==> config.mk <==
export PLATFORM = sky130hd
export DESIGN_NAME = ifetch
export DESIGN_NICKNAME = d
export VERILOG_FILES = /design/src/rtl/ifetch_pkg.sv /design/src/rtl/ifetch_icache.sv /design/src/rtl/ifetch.sv
export SDC_FILE = /design/constraint.sdc
export NUM_CORES = 2
export LEC_CHECK = 0
export ABC_AREA = 1
export CAP_MARGIN = 20
export CORE_ASPECT_RATIO = 0.75
export CORE_MARGIN = 10
export CORE_UTILIZATION = 40
export DETAILED_ROUTE_END_ITERATION = 10
export HOLD_SLACK_MARGIN = 0.1
export SLEW_MARGIN = 5
export SYNTH_ARGS = -nofsm -noshare
export SYNTH_HDL_FRONTEND = slang
export SYNTH_SLANG_ARGS = --single-unit
==> constraint.sdc <==
create_clock -name clk -period 4.8 [get_ports clk]
set_input_delay 0.72 -clock clk [delete_from_list [all_inputs] [get_ports clk]]
set_output_delay 0.72 -clock clk [all_outputs]
set_load 0.005 [all_outputs]
==> src/rtl/ifetch_pkg.sv <==
// rtl/ifetch_pkg.sv - shared widths, cache geometry default and fetch FSM encoding
package ifetch_pkg;

  localparam int ADDR_W = 32;
  localparam int INST_W = 32;
  localparam int ICACHE_IDX_W_DEFAULT = 6;

  typedef enum logic {
    LOOKUP    = 1'b0,
    MISS_WAIT = 1'b1
  } fetch_state_t;

  // Sequential PC step; wraps modulo 2^32 by truncation.
  function automatic logic [ADDR_W-1:0] next_pc(input logic [ADDR_W-1:0] pc);
    return pc + 32'd4;
  endfunction

endpackage

==> src/rtl/ifetch_icache.sv <==
// rtl/ifetch_icache.sv - direct-mapped one-word-per-line I-cache, async lookup, sync fill
module icache
  import ifetch_pkg::*;
#(
  parameter int IDX_W = ICACHE_IDX_W_DEFAULT
) (
  input  logic                      clk,
  input  logic                      rst,
  input  logic [IDX_W-1:0]          rd_idx,
  input  logic [ADDR_W-IDX_W-3:0]   rd_tag,
  output logic                      hit,
  output logic [INST_W-1:0]         rd_data,
  input  logic                      wr_en,
  input  logic [IDX_W-1:0]          wr_idx,
  input  logic [ADDR_W-IDX_W-3:0]   wr_tag,
  input  logic [INST_W-1:0]         wr_data
);

  localparam int LINES = 1 << IDX_W;

  logic [LINES-1:0]          valid;
  logic [ADDR_W-IDX_W-3:0]   tag_mem  [LINES];
  logic [INST_W-1:0]         data_mem [LINES];

  assign hit     = valid[rd_idx] && (tag_mem[rd_idx] == rd_tag);
  assign rd_data = data_mem[rd_idx];

  always_ff @(posedge clk) begin
    if (rst) begin
      valid <= '0;
    end else if (wr_en) begin
      valid[wr_idx] <= 1'b1;
    end
  end

  // Tag/data need no reset: a line is only consulted once its valid bit is set.
  always_ff @(posedge clk) begin
    if (wr_en) begin
      tag_mem[wr_idx]  <= wr_tag;
      data_mem[wr_idx] <= wr_data;
    end
  end

endmodule

==> src/rtl/ifetch.sv <==
// rtl/ifetch.sv - instruction fetch: I-cache lookup, miss refill via memctrl, push to IQ
module ifetch
  import ifetch_pkg::*;
#(
  parameter int ICACHE_IDX_W = ICACHE_IDX_W_DEFAULT
) (
  input  logic              clk,
  input  logic              rst,
  input  logic              rdy,
  input  logic              iJUMP_en,
  input  logic [ADDR_W-1:0] iJUMP_pc,
  output logic              oINF_en,
  output logic [ADDR_W-1:0] oINF_addr,
  input  logic              iINF_done,
  input  logic [INST_W-1:0] iINF_inst,
  input  logic              iIQ_full,
  output logic              oIQ_en,
  output logic [INST_W-1:0] oIQ_inst,
  output logic [ADDR_W-1:0] oIQ_pc
);

  fetch_state_t       state;
  logic [ADDR_W-1:0]  pc;
  logic               hit;
  logic [INST_W-1:0]  line_inst;
  logic               fill_en;

  // Fill targets the outstanding request address, not pc, so a redirect during a miss is safe.
  assign fill_en = !rst && rdy && (state == MISS_WAIT) && iINF_done;

  icache #(
    .IDX_W(ICACHE_IDX_W)
  ) u_icache (
    .clk     (clk),
    .rst     (rst),
    .rd_idx  (pc[ICACHE_IDX_W+1:2]),
    .rd_tag  (pc[ADDR_W-1:ICACHE_IDX_W+2]),
    .hit     (hit),
    .rd_data (line_inst),
    .wr_en   (fill_en),
    .wr_idx  (oINF_addr[ICACHE_IDX_W+1:2]),
    .wr_tag  (oINF_addr[ADDR_W-1:ICACHE_IDX_W+2]),
    .wr_data (iINF_inst)
  );

  always_ff @(posedge clk) begin
    if (rst) begin
      state     <= LOOKUP;
      pc        <= '0;
      oINF_en   <= 1'b0;
      oINF_addr <= '0;
      oIQ_en    <= 1'b0;
      oIQ_inst  <= '0;
      oIQ_pc    <= '0;
    end else begin
      oIQ_en <= 1'b0;
      if (!rdy) begin
        // Abandon an in-flight refill; LOOKUP will reissue it on resume.
        if (state == MISS_WAIT) begin
          oINF_en <= 1'b0;
          state   <= LOOKUP;
        end
      end else begin
        if (iJUMP_en) begin
          pc <= iJUMP_pc;
        end
        case (state)
          LOOKUP: begin
            if (!iJUMP_en) begin
              if (hit) begin
                if (!iIQ_full) begin
                  oIQ_en   <= 1'b1;
                  oIQ_inst <= line_inst;
                  oIQ_pc   <= pc;
                  pc       <= next_pc(pc);
                end
              end else begin
                oINF_en   <= 1'b1;
                oINF_addr <= pc;
                state     <= MISS_WAIT;
              end
            end
          end
          MISS_WAIT: begin
            if (iINF_done) begin
              oINF_en <= 1'b0;
              state   <= LOOKUP;
            end
          end
        endcase
      end
    end
  end

endmodule

==> flow_summary.yaml <==
status:
  status: "complete, no violations"
worst_hold_path:
  worstHoldStart: "iINF_inst[26]"
  min_to: "u_icache.data_mem[47][26]"
  hold_path_depth: 1
  hold_path_class: "in2reg"
final_layout:
  layout_commonest_cell: "edfxtp_1"
  fin_cells: 17700
  drive_gt1_share_pct: 8.63
  multi_input_comb_area_sq_mm: 0.0349
  area_growth_syn_to_layout_pct: 14.2
  nets: 12500
  seqCellArea_sq_mm: 0.112
  final_cell_mix: "3,584 x edfxtp_1, 2,478 x nand2_1, 1,545 x nand3_1"
  n_fill_cell: 33300
routing:
  via_per_inst: 5.80
  routed_wl_um: 493000
  vias: 103000
  drt-wirelength-per-cell_um: 27.8
  drt_iter0_drc: 16100
  drtAntennaViolNets: 0
  first_pass_iters: 8
  drc: 0
timing:
  worst_slew_pin_slew_ns: 1.11
  rsz0062_at_grt: "no"
  period_minus_slack_ns: 4.52
  finalCritPeriodShare_pct: 94.2
  slew_viol_final: 0
  slew_headroom_pct: 26.0
  timing.fmax_mhz: 221
  setup_viol: 0
  fin_skew_ns: 0.120
  setup_tns_ns: 0
  hold_viol: 0
yosys:
  syn-num-nets: 12400
  async_reset_ff_share_pct: 0
  syn_inst: 12300
  synthDistinctLibCells: 43
  synth_edf_count: 3584
  synth_seq_cells: 3785
  synth_area_per_cell_sq_um: 12.2
  synth.cell_area_sq_mm: 0.150
  synth_ff_type: "edfxtp_1"
  yosys_warnings: 0
  seq_area_frac_synth_pct: 74.2
power_and_ir_drop:
  ir_drop_v: 0.000332
  p_leak_nw: 57.7
  power_density_mw_per_mm2: 406
floorplan:
  ios: 168
  core-area_sq_mm: 0.374
  start_util_pct: 40.3
  dieHeight_um: 551
  chipWidth_um: 728
  dieArea_sq_mm: 0.401
  rows: 194
placed_design:
  dp.cells: 17000
  gp_congestion: 0.891
  post-dp-hpwl_um: 271000
  port_buffers: 167
grt:
  grt_pass1_wl_um: 699000
  grt_overflow_total: 0
  gr-usage-all-layers_pct: 23.6
  antenna_found_initial: 32
  grt_max_degree: 197
  grt_pass1_vias: 93600
clock_tree:
  cts_buffer_depth: 4
  cts.sinks: 3785
  numCtsBuffers: 370
  cts_root_buf: "clkbuf_16"
  clk_pin_slew_worst_paths_ns: 0.06
  clk_latency_ns: 0.95
  cts_max_level: 5
  cts_setup_buffers: 0
  cts_tree: "done"
critical_path:
  crit_path_end_kind: "register"
  slowest_stage: "dfxtp_4"
  reg2reg_slack_ns: 0.28
  cp.buffers_inverters: 3
  path_class: "reg2reg"
  startpoint_type: "register"
  rr_endpoint: "oIQ_pc[5]"
  crit_fanout: 101
  cp.required_ns: 5.61
  crit_family: "simple AND/OR/NAND/NOR gates"
  worstPathCellList: "buf_4 > buf_12 > nand2_1 > nand3_1 > nand3_1 > nand2_1 > nand2_1 > nand3_1 > nand3_1 > nand3_1 > nand2_1 > nor3_2 > nand2_1 > nor2_2 > nand4_4 > buf_4 > o21ai_0 > nor2_1"
  rr_worst_depth: 18
  worst_ep_arrival_time_ns: 5.33
  cpPeakStageDelay_ns: 0.60
job:
  cap_violations: 0
## sequential cells by signal, indices dropped and copies added, names as in the netlist, named ones only
name	cells
u_icache.data_mem	2048
u_icache.tag_mem	1536
u_icache.valid	64
oINF_addr	32
oIQ_inst	32
oIQ_pc	32
pc	32
oINF_en	1
oIQ_en	1
state	1
## power breakdown
part / total, W / switching [W] / internal [W]
sequential: 0.0363 / 0.000150 / 0.0362
clock: 0.0288 / 0.0126 / 0.0162
combinational: 0.00465 / 0.00342 / 0.00123
## area by class of cell
type | count | area share [%]
tap | 4998 | 3.64
sequential | 3785 | 65.0
timing repair buffer | 606 | 3.86
clock inverter | 198 | 1.06
multi-input combinational | 7536 | 20.3
inverter | 125 | 0.317
antenna | 5 | 0.00728
clock buffer | 466 | 5.76
## synth_stat cells, types with 26 or more instances
cell type | count | share of area [%]
o211ai_1 | 55 | 0.27
nand4_1 | 29 | 0.12
nand3_1 | 1546 | 5.1
nor3_1 | 26 | 0.086
buf_1 | 56 | 0.14
dfxtp_1 | 201 | 2.7
buf_4 | 71 | 0.35
o21ai_0 | 1145 | 3.8
o221ai_1 | 173 | 1.0
a31oi_1 | 56 | 0.23
inv_1 | 115 | 0.29
edfxtp_1 | 3584 | 72
nand2_1 | 2479 | 6.2
nor2_1 | 1459 | 3.6
clkbuf_1 | 473 | 1.2
a21oi_1 | 145 | 0.48
o22ai_1 | 329 | 1.4
buf_2 | 226 | 0.75
## worst max path at each step
stage | startpoint | endpoint | cells after the start
3_5_place_dp | register | oIQ_pc[5] | 18
5_1_grt | register | oIQ_inst[30] | 24
2_1_floorplan | rdy | u_icache.data_mem[14][0] | 11
3_3_place_gp | rdy | u_icache.data_mem[10][2] | 12
4_1_cts | register | oIQ_inst[20] | 21
6_report | register | oIQ_pc[5] | 18
## metrics by stage
stage,area [sq um],worst slack (ns),power [W],util [%],hold slack [ns]
2_1_floorplan,150000,0.302,0.0395,-,0.440
3_3_place_gp,160000,0.371,0.0416,42.7,0.443
3_5_place_dp,160000,0.445,0.0416,42.7,0.446
4_1_cts,171000,0.423,0.0700,45.9,0.172
5_1_grt,172000,0.0307,0.0717,46.0,0.105
6_report,172000,0.279,0.0698,46.0,0.123
## per-layer routing
layer | up-vias | wire [um] | global-route usage (%)
met4 | 14 | 16700 | 7.41
met3 | 860 | 57000 | 4.97
met1 | 51000 | 210000 | 35.7
met5 | - | 91 | 0
met2 | 6061 | 209000 | 34.0
li1 | 44800 | - | -
## kinds of logic (layout without fill, tap and decap cells)
logic type / Yosys count / after routing / share of synthesized area, %
AO/OA/AOI/OAI: 1964 / 1964 / 7.49
buffers and inverters: 977 / 1395 / 2.93
adder cells (fa/ha/maj): 1 / 1 / 0.00832
other: 0 / 5 / 0
XOR/XNOR: 18 / 18 / 0.105
AND/OR/NAND/NOR: 5553 / 5553 / 15.3
flip-flops: 3785 / 3785 / 74.2
## repair_timing
action / in CTS / in global routing
hold buffers: 0 / 3
hold endpoints to repair: 0 / 18
resized for setup: 0 / 1
setup endpoints to repair: 0 / 15
(Power assumes the default switching activity.)
